**src/rtl/mc_seq.sv**
```systemverilog
// rtl/mc_seq.sv - multi-cycle FETCH/DECODE/EXEC/MEM/WB sequencer with req/ack memories
// Optional feature macro: MC_SEQ_PERF_EN (cycle and retired-instruction counters).
module mc_seq #(
  parameter int XLEN = 32,
  parameter logic [XLEN-1:0] RESET_PC = '0
) (
  input  logic            CLK,
  input  logic            RESET,
  output logic            imem_req,
  output logic [XLEN-1:0] imem_addr,
  input  logic            imem_ack,
  input  logic [31:0]     imem_rdata,
  output logic            dmem_req,
  output logic            dmem_we,
  output logic [XLEN-1:0] dmem_addr,
  output logic [XLEN-1:0] dmem_wdata,
  input  logic            dmem_ack,
  input  logic [XLEN-1:0] dmem_rdata,
  input  logic [XLEN-1:0] alu_out,
  input  logic            zf,
  input  logic [XLEN-1:0] rt_val,
  output logic [XLEN-1:0] pc,
  output logic [31:0]     instr,
  output logic            rf_we,
  output logic [4:0]      rf_waddr,
  output logic [XLEN-1:0] rf_wdata,
  output logic            halted,
  output logic [2:0]      state,
  output logic [31:0]     cyc_cnt,
  output logic [31:0]     ret_cnt
);

  typedef enum logic [2:0] {
    S_FETCH  = 3'd0,
    S_DECODE = 3'd1,
    S_EXEC   = 3'd2,
    S_MEM    = 3'd3,
    S_WB     = 3'd4,
    S_HALT   = 3'd5
  } state_t;

  localparam logic [XLEN-1:0] FOUR = XLEN'(4);

  state_t          st;
  logic [XLEN-1:0] pc_q, alu_q, rt_q, mem_q, pc_plus4, br_off, pc_next;
  logic [31:0]     instr_q;
  logic            zf_q, dmem_req_q, dmem_we_q, rf_we_q, halted_q;
  logic [5:0]      opcode;
  logic            is_rtype, is_alui, is_lw, is_sw, is_beq, is_j, is_halt, taken;

  assign opcode   = instr_q[31:26];
  assign is_rtype = (opcode == 6'b000000);
  assign is_alui  = (opcode[5:3] == 3'b001);
  assign is_lw    = (opcode == 6'b100011);
  assign is_sw    = (opcode == 6'b101011);
  assign is_beq   = (opcode == 6'b000100);
  assign is_j     = (opcode == 6'b000010);
  assign is_halt  = (opcode == 6'b111111);

  // beq leaves straight from EXEC, before zf_q has been loaded
  assign taken    = is_beq && ((st == S_EXEC) ? zf : zf_q);
  assign pc_plus4 = pc_q + FOUR;
  assign br_off   = {{(XLEN-18){instr_q[15]}}, instr_q[15:0], 2'b00};

  always_comb begin
    pc_next = pc_plus4;
    if (taken)
      pc_next = pc_plus4 + br_off;
    else if (is_j)
      pc_next = {pc_plus4[XLEN-1:28], instr_q[25:0], 2'b00};
  end

  always_ff @(posedge CLK or posedge RESET) begin
    if (RESET) begin
      st         <= S_FETCH;
      pc_q       <= RESET_PC;
      instr_q    <= '0;
      alu_q      <= '0;
      rt_q       <= '0;
      mem_q      <= '0;
      zf_q       <= 1'b0;
      dmem_req_q <= 1'b0;
      dmem_we_q  <= 1'b0;
      rf_we_q    <= 1'b0;
      halted_q   <= 1'b0;
    end else begin
      case (st)
        S_FETCH: begin
          if (imem_ack) begin
            instr_q <= imem_rdata;
            st      <= S_DECODE;
          end
        end
        S_DECODE: begin
          if (is_halt) begin
            st       <= S_HALT;
            halted_q <= 1'b1;
          end else begin
            st <= S_EXEC;
          end
        end
        S_EXEC: begin
          alu_q <= alu_out;
          zf_q  <= zf;
          rt_q  <= rt_val;
          if (is_lw || is_sw) begin
            st         <= S_MEM;
            dmem_req_q <= 1'b1;
            dmem_we_q  <= is_sw;
          end else if (is_rtype || is_alui) begin
            st      <= S_WB;
            rf_we_q <= 1'b1;
          end else begin
            pc_q <= pc_next;
            st   <= S_FETCH;
          end
        end
        S_MEM: begin
          if (dmem_ack) begin
            dmem_req_q <= 1'b0;
            dmem_we_q  <= 1'b0;
            if (is_lw) begin
              mem_q   <= dmem_rdata;
              rf_we_q <= 1'b1;
              st      <= S_WB;
            end else begin
              pc_q <= pc_next;
              st   <= S_FETCH;
            end
          end
        end
        S_WB: begin
          rf_we_q <= 1'b0;
          pc_q    <= pc_next;
          st      <= S_FETCH;
        end
        S_HALT:  st <= S_HALT;
        default: st <= S_FETCH;
      endcase
    end
  end

  // Gated by RESET so an in-flight fetch is withdrawn the moment reset asserts
  assign imem_req   = (st == S_FETCH) && !RESET;
  assign imem_addr  = pc_q;
  assign dmem_req   = dmem_req_q;
  assign dmem_we    = dmem_we_q;
  assign dmem_addr  = alu_q;
  assign dmem_wdata = rt_q;
  assign pc         = pc_q;
  assign instr      = instr_q;
  assign rf_we      = rf_we_q;
  assign rf_waddr   = is_rtype ? instr_q[15:11] : instr_q[20:16];
  assign rf_wdata   = is_lw ? mem_q : alu_q;
  assign halted     = halted_q;
  assign state      = st;

`ifdef MC_SEQ_PERF_EN
  logic        retire;
  logic [31:0] cyc_q, ret_q;

  // Final-state exits of every class, plus the DECODE->HALT transition
  assign retire = ((st == S_EXEC) && !(is_lw || is_sw || is_rtype || is_alui)) ||
                  ((st == S_MEM) && dmem_ack && !is_lw) ||
                  (st == S_WB) ||
                  ((st == S_DECODE) && is_halt);

  always_ff @(posedge CLK or posedge RESET) begin
    if (RESET) begin
      cyc_q <= '0;
      ret_q <= '0;
    end else begin
      if (st != S_HALT)
        cyc_q <= cyc_q + 32'd1;
      if (retire)
        ret_q <= ret_q + 32'd1;
    end
  end

  assign cyc_cnt = cyc_q;
  assign ret_cnt = ret_q;
`else
  assign cyc_cnt = '0;
  assign ret_cnt = '0;
`endif

endmodule
```
**config.mk**
```make
export PLATFORM = sky130hd
export DESIGN_NAME = mc_seq
export DESIGN_NICKNAME = d
export VERILOG_FILES = /design/src/rtl/mc_seq.sv
export SDC_FILE = /design/constraint.sdc
export NUM_CORES = 1
export LEC_CHECK = 0
export BUFFER_PORTS_ARGS = -buffer_cell sky130_fd_sc_hd__buf_2
export CAP_MARGIN = 20
export CORE_AREA = 2 2 158 160
export CTS_BUF_LIST = sky130_fd_sc_hd__clkbuf_8
export CTS_CLUSTER_DIAMETER = 60
export DETAILED_ROUTE_END_ITERATION = 10
export DIE_AREA = 0 0 160 162
export GPL_TIMING_DRIVEN = 0
export PLACE_DENSITY = 0.81
export SYNTH_ARGS = -nofsm -noshare
export SYNTH_HDL_FRONTEND = slang
export SYNTH_SLANG_ARGS = --single-unit
```
**constraint.sdc**
```tcl
create_clock -name CLK -period 10.25 [get_ports CLK]
set_input_delay 1.5375 -clock CLK [delete_from_list [all_inputs] [get_ports CLK]]
set_output_delay 1.5375 -clock CLK [all_outputs]
set_load 0.05 [all_outputs]
```
# Word level (Yosys, flattened, before mapping)
# Index checks and enable logic that the tools add are counted.
# word_totals
reg_bits	168
inputBits	133
output_inout_bits	269
wordCells	75
# op_classes
add_sub_neg	2
n_eq_ne	19
muxes	27
n_reduce_logical	16
# op_table
operator	n
$mux W32	6
$pmux W32 S3	1
$add A32 B3 Y32 const B	1
$add A32 B32 Y32	1
$mux W28	1
$eq A6 B6 Y1 const B	3
$mux W3	6
$pmux W3 S5	1
$ne A2 B2 Y1 const B	6
$reduce_and A5 Y1	2
$mux W1	8
$eq A3 B1 Y1 const B	2
$eq A3 B2 Y1 const B	2
$eq A3 B3 Y1 const B	2
$eq A6 B2 Y1 const B	1
$eq A6 B3 Y1 const B	1
$logic_not A6 Y1	1
$reduce_and A2 Y1	3
$reduce_and A3 Y1	2
$mux W5	1
$ne A2 B1 Y1 const B	2
$pmux W1 S2	2
$logic_not A3 Y1	1
$pmux W1 S3	1
other kinds (5)	7

# Depth between registers and ports, before layout
# logic_depth
word_depth	7
ltp_mapped	16
depth_no_buf	16

# Worst setup path before layout
# Ideal clock, no wire load.
# synth_timing
kind	input to output
from	in RESET
to	out imem_req
arrival_ns	2.986
required_ns	8.713
slack_ns	5.726
stages	1
path_cell_list	nor4_1
# synth_via
elab_chain_len	2
# synth_lines
item	line_no	text
from (decl)	8	input logic RESET,
$logic_not A1 Y1	144	assign imem_req = (st == S_FETCH) && !RESET;
$logic_and A1 B1 Y1	144	
to (decl)	9	output logic imem_req,
# No other way between the ends.

# Worst setup path after layout
# layout_timing
from	reg instr_q[27] (netlist: instr[27])
to	out rf_wdata[3]
# layout_via
elab_chain_len	2
# layout_lines
item	line_no	text
from (decl)	46	logic [31:0] instr_q;
from (signal assigned)	90	instr_q <= imem_rdata;
$eq A6 B6 Y1	54	assign is_lw = (opcode == 6'b100011);
$mux W32	154	assign rf_wdata = is_lw ? mem_q : alu_q;
to (decl)	26	output logic [XLEN-1:0] rf_wdata,
# No other way between the ends.

==> summary.md <==
| Metric | Value |
|---|---|
| Status | completed |
| Total negative slack | 0 ps |
| TritonCTS buffer count | 17 |
| Post-CTS Resized | 0 |
| GR Util All Layers | 24.16% |
| Clock root buffer | clkbuf_8 |
| Worst setup SP type | flop |
| CTS tree | done |
| Unique masters post-synth | 70 |
| RSZ-0062 raised after global routing | false |
| Post-synthesis register bit count | 166 |
| Slowest-stage cell, CP | nor3_1 |
| Max incr delay on CP | slightly above 600 ps |
| Nets@finish | 1570 |
| Worst rel slew slack | between 20 and 30% |
| Worst Tran Pin Value | 1087 ps |
| H-tree levels | 4 |
| Clk_skew | 31.86 ps |
| Die ar. | ~26000 µm² |
| Slew Limit Fails | 0 |
| Post-Layout Cell Count | around 1700 |
| Number of DRC markers in iteration 0 | around 570 |
| Critical Path RT | approximately 8700 ps |
| Critical Path End Type | output pin |
| Max-cap violations | 0 |
| Async set or reset register ratio after synthesis | 100.0% |
| Crit Path Max Fanout | 10 |
| Initial Utilization | a little over two fifths |
| CP startpoint | instr[27] |
| Most frequent cells in the layout | buf_2, mux2_2, dfrtp_1, buf_4, nor2_1 |
| Setup crit end | rf_wdata[3] |
| # setup viols final | 0 |
| Post-DP HPWL | 24860 µm |
| R2R Path End | imem_addr[31] |
| Avg Inst Size Synth | roughly 10 µm² |
| Vias in the first global route | 8682 |
| DRC viols | 0 |
| Die Span X | ~160 µm |
| Largest net degree at the start of global routing | 133 |
| # rows | between 50 and 60 |
| Port-buffer cells | around 330 |
| # hold bufs at CTS | 0 |
| Clock Tree Buf Depth | 2 |
| Die height | about 160 µm |
| Layout cell share with drive strength beyond 1 | 46.60% |
| Initial antenna violation count | 6 |
| Worst r2r src | imem_addr[4] |
| Max Freq | roughly 0.21 GHz |
| First-pass GRT wire length | 49110 µm |
| FF-to-FF path depth | 16 |
| Fin. Hold Viols | 0 |
| Grt ovf | 0 |
| Area grow syn2layout | 27.66% |
| Arr. time, crit path | 3210 ps |
| Critical-path cell list | buf_2 > nand3_1 > nor3_1 > nand2b_1 > clkbuf_1 > clkbuf_1 > mux2_2 > buf_2 |
| Clock-pin transition on the worst setup and hold timing paths | ~110 ps |
| Placer Congestion | between 0.9 and 1 |
| Commonest non-fill, non-tap cell in the layout | buf_2 |
| WL/cell | between 15 and 20 µm |
| Core area | ~24000 µm² |
| Placed Cells | 1704 |
| DR vias | slightly below 9000 |
| Vias/cell | between 5 and 6 |
| Top FF cell, synth | dfrtp_1 |
| Worst-skew pair later-pin latency | 480 ps |
| Mapped Cells | a little under 1000 |
| Synth Cell Area | just over 10000 µm² |
| Routed Antenna Nets | 0 |
| Iteration count of the initial detailed-routing pass | 5 |
| Post-CTS Setup Inserts | 0 |
| Yosys warnings | 0 |
| Routed WL | approximately 32000 µm |
| CTS Sinks | between 150 and 200 |
| R2R setup slack | roughly 5700 ps |
| Crit share post-route | between 40% and 50% |
| Number of flops mapped to enable cells by yosys | 0 |
| IO Pins | 402 |
| WS Path Type | reg -> out |
| Hold Crit Class | reg -> reg |
| Part of the Yosys area used for sequential elements | between 40 and 50% |
| Final Critical Period | 4746 ps |
## worst min-delay path by stage
stage,endpoint,cells past startpoint,slack [ps],start
CTS,halted,1,490,halted
detailed placement,halted,1,460,halted
finish,halted,1,480,halted
global placement,halted,1,450,halted
global route,halted,1,500,halted
floorplan,mem_q[30],1,480,mem_q[30]
## flip-flops by register name, indices dropped and copies added, names as in the netlist
signal and flops:
instr 32, dmem_we 1, state 3, dmem_addr 32
halted 1, zf_q 1, dmem_req 1, imem_addr 30
dmem_wdata 32, rf_we 1, mem_q 32
## per-stage QoR
step	hold slack (ps)	cell area [µm²]	setup WS (ps)	utilization [%]
6_report	481.9	13000	5504	53.92
3_5_place_dp	459.5	12550	5862	52.08
4_1_cts	486.6	12990	5433	53.88
2_1_floorplan	476.7	10430	4222	-
3_3_place_gp	448.3	12510	2273	51.88
5_1_grt	498.6	13000	5254	53.91
## cells in the mapped netlist, types with 4 or more instances
| cell type | number | share of area [%] |
|---|---|---|
| ha_1 | 37 | 4.5 |
| mux2i_1 | 5 | 0.49 |
| and3_1 | 9 | 0.55 |
| dfrtp_1 | 166 | 41 |
| nand4_1 | 11 | 0.68 |
| nor2_1 | 77 | 2.8 |
| buf_4 | 100 | 7.4 |
| o21a_1 | 11 | 0.81 |
| nand2_1 | 51 | 1.9 |
| and4_1 | 4 | 0.34 |
| o21bai_1 | 4 | 0.29 |
| and2_1 | 5 | 0.31 |
| inv_1 | 8 | 0.29 |
| o211ai_1 | 5 | 0.37 |
| buf_2 | 7 | 0.34 |
| nand2b_1 | 5 | 0.31 |
| o221ai_1 | 4 | 0.34 |
| nand3_1 | 21 | 1.0 |
| o21ai_0 | 59 | 2.9 |
| xor2_1 | 15 | 1.3 |
| nor2b_1 | 7 | 0.43 |
| a21o_1 | 10 | 0.74 |
| nor3_1 | 10 | 0.49 |
| clkbuf_1 | 32 | 1.2 |
| xnor2_1 | 32 | 2.8 |
| a21oi_1 | 53 | 2.6 |
| mux2_2 | 166 | 18 |
## metal layers
layer / vias up / GRT usage [%] / wire, µm
li1: 4165 / - / -
met1: 4189 / 29.20 / 12510
met2: 477 / 41.54 / 15770
met3: 59 / 6.920 / 3005
met4: 4 / 8.313 / 733
met5: - / 0 / 24
## logic make-up (layout without fill, tap and decap cells)
family	count (synthesis)	count (layout)	share of synthesized area [%]
and+or+nand+nor	220	220	10.48
AOI/OAI and AO/OA	186	186	11.67
muxes	172	172	19.00
DFF	166	166	40.80
buffers and inverters	148	515	9.228
xor gates and xnor gates	47	47	4.043
adders and majority gates	38	38	4.743
other	1	72	0.03683
## worst max-delay path: cells and delay by family (launching register included)
family	cells	cell delay (ps)
buffers and inverters	4	1160
AND/OR/NAND/NOR	3	840
multiplexers	1	360
flip-flops	1	350
## area by class of cell
| cell class | instances | area [µm²] |
|---|---|---|
| fill | 2170 | 11110 |
| multi-input combinational | 731 | 5346 |
| sequential | 166 | 4154 |
| timing repair buffer | 335 | 1702 |
| buffer | 140 | 909.6 |
| tap | 324 | 405.4 |
| clock buffer | 17 | 234.0 |
| clock inverter | 15 | 200.2 |
| inverter | 8 | 37.54 |
| antenna | 4 | 10.01 |
Power is not shown: default switching activity piles up to over one toggle a cycle in this logic, so the estimate is an artifact.
